--- src/rtl/latch_arb_pkg.sv ---
// Shared types and helpers for latch_write_arbiter: FSM state encoding and the
// round-robin search used by rr_pick.
package latch_arb_pkg;

  localparam int unsigned MaxReq  = 8;
  localparam int unsigned MaxIdxW = 3;

  typedef enum logic [2:0] {
    StIdle,
    StSetup,
    StStrobe,
    StRelease,
    StDone
  } arb_state_e;

  // Index of the first set bit of req at or after ptr, wrapping modulo n.
  // Walks offsets from high to low so the smallest offset is the last assignment.
  function automatic logic [MaxIdxW-1:0] rr_next(input logic [MaxReq-1:0]  req,
                                                 input logic [MaxIdxW-1:0] ptr,
                                                 input int unsigned        n);
    logic [MaxIdxW-1:0] res;
    int                 idx;
    res = '0;
    for (int i = MaxReq - 1; i >= 0; i--) begin
      idx = int'(ptr) + i;
      if (idx >= int'(n)) idx = idx - int'(n);
      if ((i < int'(n)) && req[idx[MaxIdxW-1:0]]) res = idx[MaxIdxW-1:0];
    end
    return res;
  endfunction

endpackage

--- src/rtl/rr_pick.sv ---
// Combinational round-robin selector: one-hot winner among req_i, searching
// upward from ptr_i with wraparound.
module rr_pick
  import latch_arb_pkg::*;
#(
  parameter int unsigned N_REQ = 4,
  parameter int unsigned PtrW  = $clog2(N_REQ)
) (
  input  logic [N_REQ-1:0] req_i,
  input  logic [PtrW-1:0]  ptr_i,
  output logic [N_REQ-1:0] winner_o,
  output logic             valid_o
);

  logic [MaxReq-1:0]  req_ext;
  logic [MaxIdxW-1:0] ptr_ext;
  logic [MaxIdxW-1:0] idx;

  always_comb begin
    req_ext                = '0;
    req_ext[N_REQ-1:0]     = req_i;
    ptr_ext                = '0;
    ptr_ext[PtrW-1:0]      = ptr_i;
    idx                    = rr_next(req_ext, ptr_ext, N_REQ);
    valid_o                = |req_i;
    winner_o               = '0;
    for (int i = 0; i < int'(N_REQ); i++) begin
      winner_o[i] = valid_o && (idx == MaxIdxW'(i));
    end
  end

endmodule

--- src/rtl/latch_write_arbiter.sv ---
// Round-robin write arbiter and setup/strobe/hold sequencer for a shared D-type
// storage element. Define LATCH_ARB_READBACK_EN to add Q readback and the err pulse.
module latch_write_arbiter
  import latch_arb_pkg::*;
#(
  parameter int unsigned N_REQ = 4,
  parameter int unsigned WIDTH = 8,
  parameter int unsigned HOLD  = 2
) (
  input  logic                   clk,
  input  logic                   rst_n,
  input  logic [N_REQ-1:0]       req,
  input  logic [N_REQ*WIDTH-1:0] din,
  output logic [N_REQ-1:0]       gnt,
  output logic [N_REQ-1:0]       done,
  output logic [WIDTH-1:0]       D,
  output logic                   E,
  output logic                   busy
`ifdef LATCH_ARB_READBACK_EN
  ,
  input  logic [WIDTH-1:0]       Q,
  output logic                   err
`endif
);

  localparam int unsigned PtrW = $clog2(N_REQ);
  localparam int unsigned CntW = (HOLD > 1) ? $clog2(HOLD) : 1;
  localparam logic [CntW-1:0] HoldLast = CntW'(HOLD - 1);
  localparam logic [PtrW-1:0] PtrLast  = PtrW'(N_REQ - 1);

  arb_state_e        state_q, state_d;
  logic [PtrW-1:0]   ptr_q, ptr_d;
  logic [PtrW-1:0]   win_q, win_d;
  logic [CntW-1:0]   hold_cnt_q, hold_cnt_d;
  logic [N_REQ-1:0]  gnt_q, gnt_d;
  logic [N_REQ-1:0]  done_q, done_d;
  logic [WIDTH-1:0]  d_q, d_d;
  logic              e_q, e_d;
  logic              busy_q, busy_d;
`ifdef LATCH_ARB_READBACK_EN
  logic              err_q, err_d;
`endif

  logic [N_REQ-1:0]  pick_oh;
  logic              pick_valid;
  logic [PtrW-1:0]   pick_idx;

  rr_pick #(
    .N_REQ (N_REQ),
    .PtrW  (PtrW)
  ) u_rr_pick (
    .req_i    (req),
    .ptr_i    (ptr_q),
    .winner_o (pick_oh),
    .valid_o  (pick_valid)
  );

  always_comb begin
    pick_idx = '0;
    for (int i = 0; i < int'(N_REQ); i++) begin
      if (pick_oh[i]) pick_idx = PtrW'(i);
    end
  end

  always_comb begin
    state_d    = state_q;
    ptr_d      = ptr_q;
    win_d      = win_q;
    hold_cnt_d = hold_cnt_q;
    gnt_d      = gnt_q;
    done_d     = '0;
    d_d        = d_q;
    e_d        = e_q;
`ifdef LATCH_ARB_READBACK_EN
    err_d      = 1'b0;
`endif

    unique case (state_q)
      StIdle: begin
        if (pick_valid) begin
          win_d   = pick_idx;
          gnt_d   = pick_oh;
          d_d     = din[pick_idx*WIDTH +: WIDTH];
          state_d = StSetup;
        end
      end
      StSetup: begin
        e_d        = 1'b1;
        hold_cnt_d = '0;
        state_d    = StStrobe;
      end
      StStrobe: begin
        if (hold_cnt_q == HoldLast) begin
          e_d        = 1'b0;
          hold_cnt_d = '0;
          state_d    = StRelease;
        end else begin
          hold_cnt_d = hold_cnt_q + CntW'(1);
        end
      end
      StRelease: begin
        // D is still held here, so the cell output should already reflect it.
        gnt_d           = '0;
        done_d          = '0;
        done_d[win_q]   = 1'b1;
`ifdef LATCH_ARB_READBACK_EN
        err_d           = (Q != d_q);
`endif
        state_d         = StDone;
      end
      StDone: begin
        ptr_d   = (win_q == PtrLast) ? '0 : win_q + PtrW'(1);
        state_d = StIdle;
      end
      default: state_d = StIdle;
    endcase

    busy_d = (state_d != StIdle);
  end

  always_ff @(posedge clk) begin
    if (!rst_n) begin
      state_q    <= StIdle;
      ptr_q      <= '0;
      win_q      <= '0;
      hold_cnt_q <= '0;
      gnt_q      <= '0;
      done_q     <= '0;
      d_q        <= '0;
      e_q        <= 1'b0;
      busy_q     <= 1'b0;
`ifdef LATCH_ARB_READBACK_EN
      err_q      <= 1'b0;
`endif
    end else begin
      state_q    <= state_d;
      ptr_q      <= ptr_d;
      win_q      <= win_d;
      hold_cnt_q <= hold_cnt_d;
      gnt_q      <= gnt_d;
      done_q     <= done_d;
      d_q        <= d_d;
      e_q        <= e_d;
      busy_q     <= busy_d;
`ifdef LATCH_ARB_READBACK_EN
      err_q      <= err_d;
`endif
    end
  end

  assign gnt  = gnt_q;
  assign done = done_q;
  assign D    = d_q;
  assign E    = e_q;
  assign busy = busy_q;
`ifdef LATCH_ARB_READBACK_EN
  assign err  = err_q;
`endif

endmodule
--- config.mk ---
export PLATFORM = sky130hd
export DESIGN_NAME = latch_write_arbiter
export DESIGN_NICKNAME = d
export VERILOG_FILES = /design/src/rtl/latch_arb_pkg.sv /design/src/rtl/rr_pick.sv /design/src/rtl/latch_write_arbiter.sv
export SDC_FILE = /design/constraint.sdc
export NUM_CORES = 1
export LEC_CHECK = 0
export CAP_MARGIN = 10
export CORE_MARGIN = 1
export CORE_UTILIZATION = 53
export CTS_BUF_LIST = sky130_fd_sc_hd__clkbuf_4 sky130_fd_sc_hd__clkbuf_8
export CTS_CLUSTER_SIZE = 14
export DETAILED_ROUTE_END_ITERATION = 7
export PLACE_DENSITY = 0.95
export SYNTH_ARGS = -nofsm -noshare
export SYNTH_HDL_FRONTEND = slang
export SYNTH_SLANG_ARGS = --single-unit
--- constraint.sdc ---
create_clock -name clk -period 5.53 [get_ports clk]
set_input_delay 0.553 -clock clk [delete_from_list [all_inputs] [get_ports clk]]
set_output_delay 0.553 -clock clk [all_outputs]
set_load 0.1 [all_outputs]
==> PnR_summary.wiki <==
{| class="wikitable"
! Metric !! Value
|-
| Stage delay of the slowest cell on the critical path || 570 ps
|-
| Fin. Hold Viols || 0
|-
| Clock buffer count from CTS || 3
|-
| Detail-routed net length per standard cell || 15.4 µm
|-
| Number of diodes added for antenna fixing || 0
|-
| Maximum number of pins on one net before global-route repair || 31
|-
| Startpoint type of the worst setup path || register
|-
| Count of antenna-violating nets left after detailed routing || 0
|-
| Drt first pass iters || 4
|-
| Insertion delay to the later sink of the worst-skew pair || 330 ps
|-
| Number of setup buffers added after CTS || 0
|-
| Share of flip-flops with an asynchronous set or reset after synthesis || 0%
|-
| Worst Path Buf+Inv || 2
|-
| Post-route DRC || 0
|-
| Maximum VDD drop || 278 µV
|-
| Max Fanout on Critical Path || 30
|-
| Post-synthesis cell area || 0.00188 mm²
|-
| Via count || 1871
|-
| Max-slew violation count || 0
|-
| CTS HTree Levels || 1
|-
| Fraction of the cycle the final worst path needs || 58.3%
|-
| TritonCTS clock tree || yes
|-
| Total Negative Setup Slacks || 0 ps
|-
| Post-synth EDFFs || 0
|-
| Share of Yosys cell area claimed by the top area cell type || 27.6%
|-
| Run status || finished clean
|-
| Count of distinct cell types in the synthesized netlist || 40
|-
| Area Overhead vs Synth || 29.5%
|-
| Arrival time worst endpoint || 3450 ps
|-
| Biggest area contributors in the synthesized netlist || sky130_fd_sc_hd__dfxtp_1 28%, sky130_fd_sc_hd__ha_1 6.0%, sky130_fd_sc_hd__mux2i_1 5.8%
|-
| RSZ-0062 raised after global routing || false
|-
| Die Span Y || 61.6 µm
|-
| CP Capture Type || register
|-
| Mean instance size in the synthesized netlist || 8.53 µm²
|-
| Most numerous cell in the Yosys netlist || sky130_fd_sc_hd__dfxtp_1
|-
| Total nets after synthesis || 268
|-
| CTS hold repair buffers || 0
|-
| Gate family responsible for the most delay along the worst path || compound AO/OA/AOI/OAI gates
|-
| Starting density of the core || 56.0%
|-
| First-pass GRT wire length || 7280 µm
|-
| Share of synthesized area occupied by flip-flops and latches || 27.6%
|-
| # resized after CTS || 0
|-
| Cell accounting for the most synthesized area || sky130_fd_sc_hd__dfxtp_1
|-
| Number of setup violations in the final report || 0
|-
| Core region area || 0.00336 mm²
|-
| Clock period minus worst slack || 3220 ps
|-
| Post-Route WL || 4730 µm
|-
| Yosys synthesis warning count || 0
|-
| Num rows || 21
|-
| Number of storage elements in the synthesis netlist || 26
|-
| Top Ports || 56
|-
| Worst-path cell with the longest stage delay || sky130_fd_sc_hd__mux4_2
|-
| Achievable Freq || 310 MHz
|-
| Ratio of cells with drive above 1 in the final layout || 6.49%
|-
| Clock sinks || 26
|-
| Number of nets in the finished design || 311
|-
| Path category of the worst min-delay check || reg -> reg
|-
| Utilization after layout || 72.5%
|-
| Worst Setup Path Type || reg -> reg
|-
| Die X-Extent || 61.6 µm
|-
| Hold Path Stages || 2
|-
| Critical path depth || 8
|-
| Most common library cells after synthesis || 26 x sky130_fd_sc_hd__dfxtp_1, 16 x sky130_fd_sc_hd__nand4_1, 13 x sky130_fd_sc_hd__clkbuf_1
|-
| Die Footprint || 0.00380 mm²
|-
| Number of cells on the worst reg-to-reg path || 8
|-
| Initial antenna violation count || 0
|-
| Critical path, cell by cell || buf_4, inv_1, ha_1, mux4_2, o21ai_1, nand2_1, a32oi_1, nor2b_1
|-
| Count of buffers from port buffering || 55
|-
| Worst path required time || 5760 ps
|-
| Number of design-rule violations left by the first detailed-router iteration || 160
|-
| Worst setup skew after layout || 5.87 ps
|-
| Static power due to leakage || 0.829 nW
|-
| Clock input transition at the sequential cells of the worst setup and hold paths || 130 ps
|-
| Maximum buffer depth of the clock tree || 2
|-
| Placed wire-length estimate || 3350 µm
|-
| Overall routing resource usage || 25.6%
|-
| Main flop type after synthesis || sky130_fd_sc_hd__dfxtp_1
|-
| Remaining Overflow, GRT || 0
|-
| Slew Limit Headroom || 34.8%
|-
| Avg Vias per Cell || 6.07
|-
| Number of global-route vias before repair || 1680
|-
| Max-cap viol count || 0
|-
| Buffer cell driving the clock tree root || sky130_fd_sc_hd__clkbuf_4
|-
| Tightest Pin Transition || 976 ps
|-
| Mapped Cells || 221
|-
| Gpl congestion || 0.838
|-
| Power Density || 324 mW/mm²
|}
## registers in the layout, indices dropped and copies added, names as in the netlist
name and cells:
gnt 4, win_q 2, hold_cnt_q 1, done 4
D 8, busy 1, E 1, state_q 3
ptr_q 2
## worst reg2reg max path, cell delays in order (launching register included)
cell and delay, ps:
sky130_fd_sc_hd__dfxtp_1 330, sky130_fd_sc_hd__buf_4 330, sky130_fd_sc_hd__inv_1 160, sky130_fd_sc_hd__ha_1 390, sky130_fd_sc_hd__mux4_2 570, sky130_fd_sc_hd__o21ai_1 560, sky130_fd_sc_hd__nand2_1 410, sky130_fd_sc_hd__a32oi_1 310
sky130_fd_sc_hd__nor2b_1 60
## area by class of cell
type                       count  area [µm²]
inverter                       6        22.5
multi-input combinational    170        1250
timing repair buffer          57         566
tap                           46        57.6
clock buffer                   3        22.5
fill                         278         923
sequential                    26         520
## worst paths after layout
kind,start,end,slack (ps)
min,E$_SDFFE_PN0P_,E$_SDFFE_PN0P_,530
min reg2reg,E$_SDFFE_PN0P_,E$_SDFFE_PN0P_,530
max reg2reg,ptr_q[0]$_SDFFE_PN0N_,gnt[1]$_SDFFE_PN0P_,2310
max,ptr_q[0]$_SDFFE_PN0N_,gnt[1]$_SDFFE_PN0P_,2310
## metrics by stage
stage | worst slack, ps | hold WS (ps) | instance area, µm² | std cells | total power [W]
floorplan | 2570 | 468 | 1880 | 221 | 0.000598
global placement | 2400 | 490 | 2420 | 305 | 0.000702
detailed placement | 2350 | 497 | 2420 | 305 | 0.000707
CTS | 2320 | 527 | 2440 | 308 | 0.000787
global route | 2060 | 566 | 2440 | 308 | 0.000831
finish | 2310 | 532 | 2440 | 308 | 0.000790
## placed cells by master (no fill, tap or decap), types with 9 or more instances in the layout
cell | synthesis | final
sky130_fd_sc_hd__dfxtp_1 | 26 | 26
sky130_fd_sc_hd__a21boi_0 | 9 | 9
sky130_fd_sc_hd__nand3_1 | 10 | 10
sky130_fd_sc_hd__o21ai_0 | 11 | 11
sky130_fd_sc_hd__nand4_1 | 16 | 16
sky130_fd_sc_hd__or4_1 | 9 | 9
sky130_fd_sc_hd__ha_1 | 9 | 9
sky130_fd_sc_hd__clkdlybuf4s50_1 | 0 | 55
sky130_fd_sc_hd__mux2i_1 | 11 | 11
## power breakdown
part	switching, W	internal, W
Clock	0.0000571	0.0000256
Sequential	0.0000270	0.000224
Combinational	0.000319	0.000138
Total	0.000403	0.000387
## kinds of logic after synthesis
kind of cell / after synthesis / share of synthesized area (%)
mux: 22 / 14.2
xor+xnor: 1 / 0.465
fa+ha+maj: 9 / 5.98
flops: 26 / 27.6
buf+inv: 25 / 5.98
compound gates: 60 / 21.5
simple gates: 78 / 24.2
## routing by layer
layer	track usage, %	wire length (µm)	part of all wire [%]
met5	0	0	0
met4	7.30	56	1.2
met3	5.25	299	6.3
met2	44.7	2310	49
met1	31.9	2060	44
Note: power is estimated with default switching activity, not from simulation.
